===== src/rtl/f_pc_sequencer_pkg.sv =====
// Shared decode codes, FSM state type and branch-offset helper for the fetch PC sequencer.
package pc_pkg;

  localparam logic [1:0] JUMP_BRANCH = 2'b00;
  localparam logic [1:0] JUMP_J      = 2'b01;
  localparam logic [1:0] JUMP_JR     = 2'b10;
  localparam logic [1:0] JUMP_SEQ    = 2'b11;

  localparam logic [1:0] BOP_NONE = 2'b00;
  localparam logic [1:0] BOP_BNE  = 2'b10;
  localparam logic [1:0] BOP_BEQ  = 2'b11;

  typedef enum logic [1:0] {
    BOOT = 2'd0,
    RUN  = 2'd1,
    MISS = 2'd2
  } pc_state_e;

  // Sign-extended word offset, already scaled to bytes.
  function automatic logic [31:0] branch_offset(input logic [15:0] imm);
    return {{14{imm[15]}}, imm, 2'b00};
  endfunction

endpackage


===== src/rtl/f_pc_sequencer_branch_resolve.sv =====
// Combinational control-transfer resolution: taken flag, target address and jr misalignment.
module f_branch_resolve
  import pc_pkg::*;
(
  input  logic        en_i,
  input  logic [1:0]  jump_i,
  input  logic [1:0]  bop_i,
  input  logic [31:0] pc4_i,
  input  logic [15:0] imm_i,
  input  logic [25:0] index_i,
  input  logic [31:0] rs_i,
  input  logic [31:0] rt_i,
  output logic        taken_o,
  output logic [31:0] target_o,
  output logic        misaligned_o
);

  logic operands_equal;

  always_comb begin
    operands_equal = (rs_i == rt_i);
    taken_o        = 1'b0;
    target_o       = pc4_i + branch_offset(imm_i);
    misaligned_o   = 1'b0;
    case (jump_i)
      JUMP_BRANCH: begin
        case (bop_i)
          BOP_BEQ:  taken_o = en_i & operands_equal;
          BOP_BNE:  taken_o = en_i & ~operands_equal;
          BOP_NONE: taken_o = 1'b0;
          default:  taken_o = 1'b0;
        endcase
      end
      JUMP_J: begin
        taken_o  = en_i;
        target_o = {pc4_i[31:28], index_i, 2'b00};
      end
      JUMP_JR: begin
        taken_o      = en_i;
        target_o     = {rs_i[31:2], 2'b00};
        misaligned_o = en_i & (rs_i[1:0] != 2'b00);
      end
      JUMP_SEQ: taken_o = 1'b0;
      default:  taken_o = 1'b0;
    endcase
  end

endmodule


===== src/rtl/f_pc_sequencer.sv =====
// Fetch-stage PC sequencer: PC register, imem request, IF/ID register and redirect handling.
// Optional BRANCH_DELAY_SLOT_EN keeps the redirect-cycle fetch as a valid delay slot.
module f_pc_sequencer #(
  parameter logic [31:0] RESET_PC = 32'h0000_0000
) (
  input  logic        i_clk,
  input  logic        i_rst_n,
  input  logic        i_stall,
  input  logic [1:0]  i_con_jump,
  input  logic [1:0]  i_con_bop,
  input  logic        i_d_valid,
  input  logic [31:0] i_d_pc4,
  input  logic [15:0] i_d_imm,
  input  logic [25:0] i_d_index,
  input  logic [31:0] i_d_rs_data,
  input  logic [31:0] i_d_rt_data,
  input  logic [31:0] i_imem_rdata,
  input  logic        i_imem_ready,
  output logic [31:0] o_imem_addr,
  output logic        o_imem_req,
  output logic [31:0] o_d_instr,
  output logic [31:0] o_d_pc4,
  output logic        o_d_valid,
  output logic        o_redirect,
  output logic        o_misaligned
);
  import pc_pkg::*;

  pc_state_e   state_q;
  logic [31:0] pc_q;
  logic [31:0] instr_q;
  logic [31:0] pc4_q;
  logic        valid_q;
  logic        req_q;

  logic        taken;
  logic [31:0] target;
  logic        misaligned;
  logic [31:0] pc_inc;

  assign pc_inc = pc_q + 32'd4;

  f_branch_resolve u_resolve (
    .en_i         (i_d_valid & ~i_stall),
    .jump_i       (i_con_jump),
    .bop_i        (i_con_bop),
    .pc4_i        (i_d_pc4),
    .imm_i        (i_d_imm),
    .index_i      (i_d_index),
    .rs_i         (i_d_rs_data),
    .rt_i         (i_d_rt_data),
    .taken_o      (taken),
    .target_o     (target),
    .misaligned_o (misaligned)
  );

`ifdef BRANCH_DELAY_SLOT_EN
  logic        pend_v_q;
  logic [31:0] pend_q;
`endif

  always_ff @(posedge i_clk or negedge i_rst_n) begin
    if (!i_rst_n) begin
      state_q <= BOOT;
      pc_q    <= RESET_PC;
      instr_q <= '0;
      pc4_q   <= '0;
      valid_q <= 1'b0;
      req_q   <= 1'b0;
`ifdef BRANCH_DELAY_SLOT_EN
      pend_v_q <= 1'b0;
      pend_q   <= '0;
`endif
    end else if (!i_stall) begin
      case (state_q)
        BOOT: begin
          state_q <= RUN;
          req_q   <= 1'b1;
          if (taken) pc_q <= target;
        end
        RUN, MISS: begin
`ifdef BRANCH_DELAY_SLOT_EN
          // The redirect-cycle fetch is the delay slot; a missed delay slot
          // parks the target until the slot has been delivered.
          if (i_imem_ready) begin
            instr_q  <= i_imem_rdata;
            pc4_q    <= pc_inc;
            valid_q  <= 1'b1;
            state_q  <= RUN;
            pend_v_q <= 1'b0;
            if (taken)         pc_q <= target;
            else if (pend_v_q) pc_q <= pend_q;
            else               pc_q <= pc_inc;
          end else begin
            valid_q <= 1'b0;
            state_q <= MISS;
            if (taken) begin
              pend_q   <= target;
              pend_v_q <= 1'b1;
            end
          end
`else
          if (taken) begin
            pc_q    <= target;
            valid_q <= 1'b0;
            state_q <= (state_q == RUN && i_imem_ready) ? RUN : MISS;
          end else if (i_imem_ready) begin
            instr_q <= i_imem_rdata;
            pc4_q   <= pc_inc;
            valid_q <= 1'b1;
            pc_q    <= pc_inc;
            state_q <= RUN;
          end else begin
            valid_q <= 1'b0;
            state_q <= MISS;
          end
`endif
        end
        default: state_q <= BOOT;
      endcase
    end
  end

  assign o_imem_addr  = pc_q;
  assign o_imem_req   = req_q;
  assign o_d_instr    = instr_q;
  assign o_d_pc4      = pc4_q;
  assign o_d_valid    = valid_q;
  assign o_redirect   = taken;
  assign o_misaligned = misaligned;

endmodule


===== config.mk =====
export PLATFORM = sky130hd
export DESIGN_NAME = f_pc_sequencer
export DESIGN_NICKNAME = d
export VERILOG_FILES = /design/src/rtl/f_pc_sequencer_pkg.sv /design/src/rtl/f_pc_sequencer_branch_resolve.sv /design/src/rtl/f_pc_sequencer.sv
export SDC_FILE = /design/constraint.sdc
export NUM_CORES = 1
export LEC_CHECK = 0
export CAP_MARGIN = 20
export CORE_MARGIN = 2
export CORE_UTILIZATION = 46
export DETAILED_ROUTE_END_ITERATION = 8
export PLACE_DENSITY = 0.83
export SYNTH_ARGS = -nofsm -noshare
export SYNTH_HDL_FRONTEND = slang
export SYNTH_SLANG_ARGS = --single-unit

===== constraint.sdc =====
create_clock -name i_clk -period 2.9 [get_ports i_clk]
set_clock_uncertainty 0.2 [all_clocks]
set_input_delay 0.725 -clock i_clk [delete_from_list [all_inputs] [get_ports i_clk]]
set_output_delay 0.725 -clock i_clk [all_outputs]
set_load 0.01 [all_outputs]

==> impl_metrics.toml <==
[sta]
finalHoldViolations = 0
slew_headroom_pct = 43.5
worstMarginPinSlew_ns = 0.840
slew_viol_final = 0
grt_setup_unrepaired = "yes"
hold_ws_ns = 0.117
finalCriticalPeriod_ns = 3.58
final.period_utilization_pct = 123
setup_viol = 99
setup_slack_ns = -0.681
fmax_mhz = 279

[placed_design]
place_ws_ns = -1.43
gp_congestion = 0.959
port-buffer-count = 278
hpwl_um = 21400

[yosys]
synth-edff-count = 0
synthTopCellsByArea = "dfrtp_1 (34%), ha_1 (6.0%), mux2_2 (6.0%), xor2_1 (5.6%), a21oi_1 (4.8%)"
synth_adder_area_share_pct = 6.31
synth_compound_area_share_pct = 24.6
synth_mux_area_share_pct = 6.58
syn_area_per_cell_sq_um = 8.88
synth_top_cell_area_share_pct = 33.6
synth_cells = 840
synth_top_family_by_area = "compound AO/OA/AOI/OAI gates"
ys_ff_latch = 100
synth_xor_area_share_pct = 8.34
yosysWarnings = 0
async_flop_share_pct = 100
syn-num-nets = 1056
synth_seq_area_share_pct = 33.6
yosys_most_used_dff = "dfrtp_1"
yosysMostFrequentCell = "dfrtp_1"
ys_types = 72
synth_common_cells = "dfrtp_1 (100), a21oi_1 (72), nor2_1 (67)"
synth_top_area_cell = "dfrtp_1"
syn_area_sq_um = 7460
synthSimpleGateAreaFrac_pct = 16.4

[worst_setup_path]
worstSetupPathType = "in -> reg"
critPathArrivalTime_ns = 3.62
crit_path_max_fanout = 6
cp-start-kind = "primary input"
cp-end-kind = "flip-flop"
worstPathRequired_ns = 2.94

[run_status]
outcome = "finished, violations left"
violations = "setup timing"

[pwr]
finalPower_mw = 11.2
p_leak_nw = 5.61
power_density_nw_per_um2 = 840
peakVddDrop_v = 0.000484

[grt]
grt_first_pass_wirelength_um = 45600
grt_usage_pct = 32.8
grt_max_degree = 45
grt-ovfl-total = 0
grt_pass1_vias = 8677
antenna_found_initial = 2

[routing]
wl_per_cell_um = 22.2
drt_iter0_drc = 870
dr.pass1.iters = 6
post_drt_via_cell_ratio = 6.15
remaining_drc_errors = 0
num_vias = 9251
antenna_left = 0
wl_um = 33400

[cts]
cts_buffers = 9
clock_sinks = 100
cts-root-buf = "clkbuf_16"
clock_latency_ns = 0.35
htreeDepth = 3
cts_tree = "yes"
hold_buffers = 0
clockBufferDepth = 2
clkTransAtPathRegs_ns = 0.07

[layout]
post-route-util_pct = 83.7
multiInputGateArea_sq_um = 5610
fillers = 887
regArea_sq_um = 2500
drive_gt1_share_pct = 34.9
area_growth_pct = 78.4
nNetsFinal = 1498

[worst_hold_path]
hp-class = "in -> async"

[floorplanning]
fp.dieArea_sq_um = 17200
die_y_um = 131
num_rows = 46
io_pins = 279
die_w_um = 131
start_util_pct = 46.9
coreArea_sq_um = 15900

[run]
cap_violations = 0
-- path summary, 6_finish.rpt --
kind	startpoint	end	slack (ns)	depth (start not counted)
setup / recovery	i_d_rt_data[20]	o_imem_addr[29]	-0.68	12
hold / removal	i_rst_n	o_d_pc4[17]	0.12	1
setup reg to reg	o_imem_addr[9]	o_imem_addr[31]	-0.22	7
hold reg to reg	o_imem_req	o_imem_req	0.27	1
max in group asynchronous	i_rst_n	o_d_pc4[24]	1.68	2
min in group i_clk	o_imem_req	o_imem_req	0.27	1
-- sequential cells by signal, indices dropped and copies added, names as in the netlist --
signal,flops
o_d_instr,32
o_imem_addr,32
o_d_pc4,32
o_imem_req,1
o_d_valid,1
state_q,2
-- kinds of logic (layout without fill, tap and decap cells) --
logic type      count (synthesis)  in the layout
compound gates                271            271
xor+xnor                       71             71
simple gates                  244            246
mux                            44             44
fa+ha+maj                      37             37
flops                         100            100
other cells                     0              2
buf+inv                        73            518
-- area by class of cell --
type / instances / area share [%]
antenna: 2 / 0.0376
sequential: 100 / 18.8
clock inverter: 6 / 0.546
multi-input combinational: 669 / 42.1
clock buffer: 10 / 1.80
timing repair buffer: 478 / 34.0
tap: 216 / 2.03
inverter: 24 / 0.677
-- power by group --
group / internal, mW / switching [mW] / total [mW]
Sequential: 2.08 / 0.846 / 2.93
Clock: 0.703 / 0.577 / 1.28
Combinational: 3.64 / 3.32 / 6.96
-- layout by cell type (no fill, tap or decap), drive strengths merged, types with 16 or more instances in the layout --
cell type / Yosys / final
xnor2: 23 / 23
a21oi: 72 / 72
mux2: 40 / 40
and3: 17 / 19
a21o: 16 / 16
o21ai: 60 / 60
ha: 36 / 36
dfrtp: 100 / 100
dlygate4sd2: 0 / 32
clkbuf: 27 / 39
inv: 24 / 25
xor2: 48 / 48
nor2: 67 / 67
nand2: 50 / 50
clkdlybuf4s50: 0 / 192
nand3: 25 / 25
buf: 22 / 212
-- worst max-delay path, stage by stage --
cell and delay, ns:
buf_8 0.10, xor2_4 0.17, nor4_4 0.37, buf_4 0.18, nand4_1 0.16, buf_4 0.20
buf_6 0.11, or4_4 0.48, a311o_2 0.46, buf_6 0.18, a211oi_4 0.26, a21bo_1 0.23
-- metal layers --
layer | global-route usage [%] | up-vias | routed length [um]
li1 | - | 4005 | -
met1 | 40.7 | 4419 | 12300
met2 | 58.7 | 654 | 16400
met3 | 4.17 | 173 | 2740
met4 | 11.8 | 0 | 1900
met5 | 0 | - | 0
-- per-stage QoR --
| step | TNS [ns] | instance area, sq um | std cells |
|---|---|---|---|
| detailed placement | -111.61 | 11700 | 1450 |
| global route | -48.50 | 13300 | 1505 |
| global placement | -103.80 | 11700 | 1450 |
| floorplan | -4.62 | 7580 | 840 |
| finish | -48.92 | 13300 | 1505 |
| CTS | -33.86 | 12600 | 1485 |
-- what timing repair did --
action	in CTS	in global routing
endpoints found under the hold margin	0	0
setup endpoints to repair	101	101
pin swaps	60	47
gates cloned	5	9
setup buffers	15	13
gates resized for setup	221	195
Power figures use the tool's default switching activity.
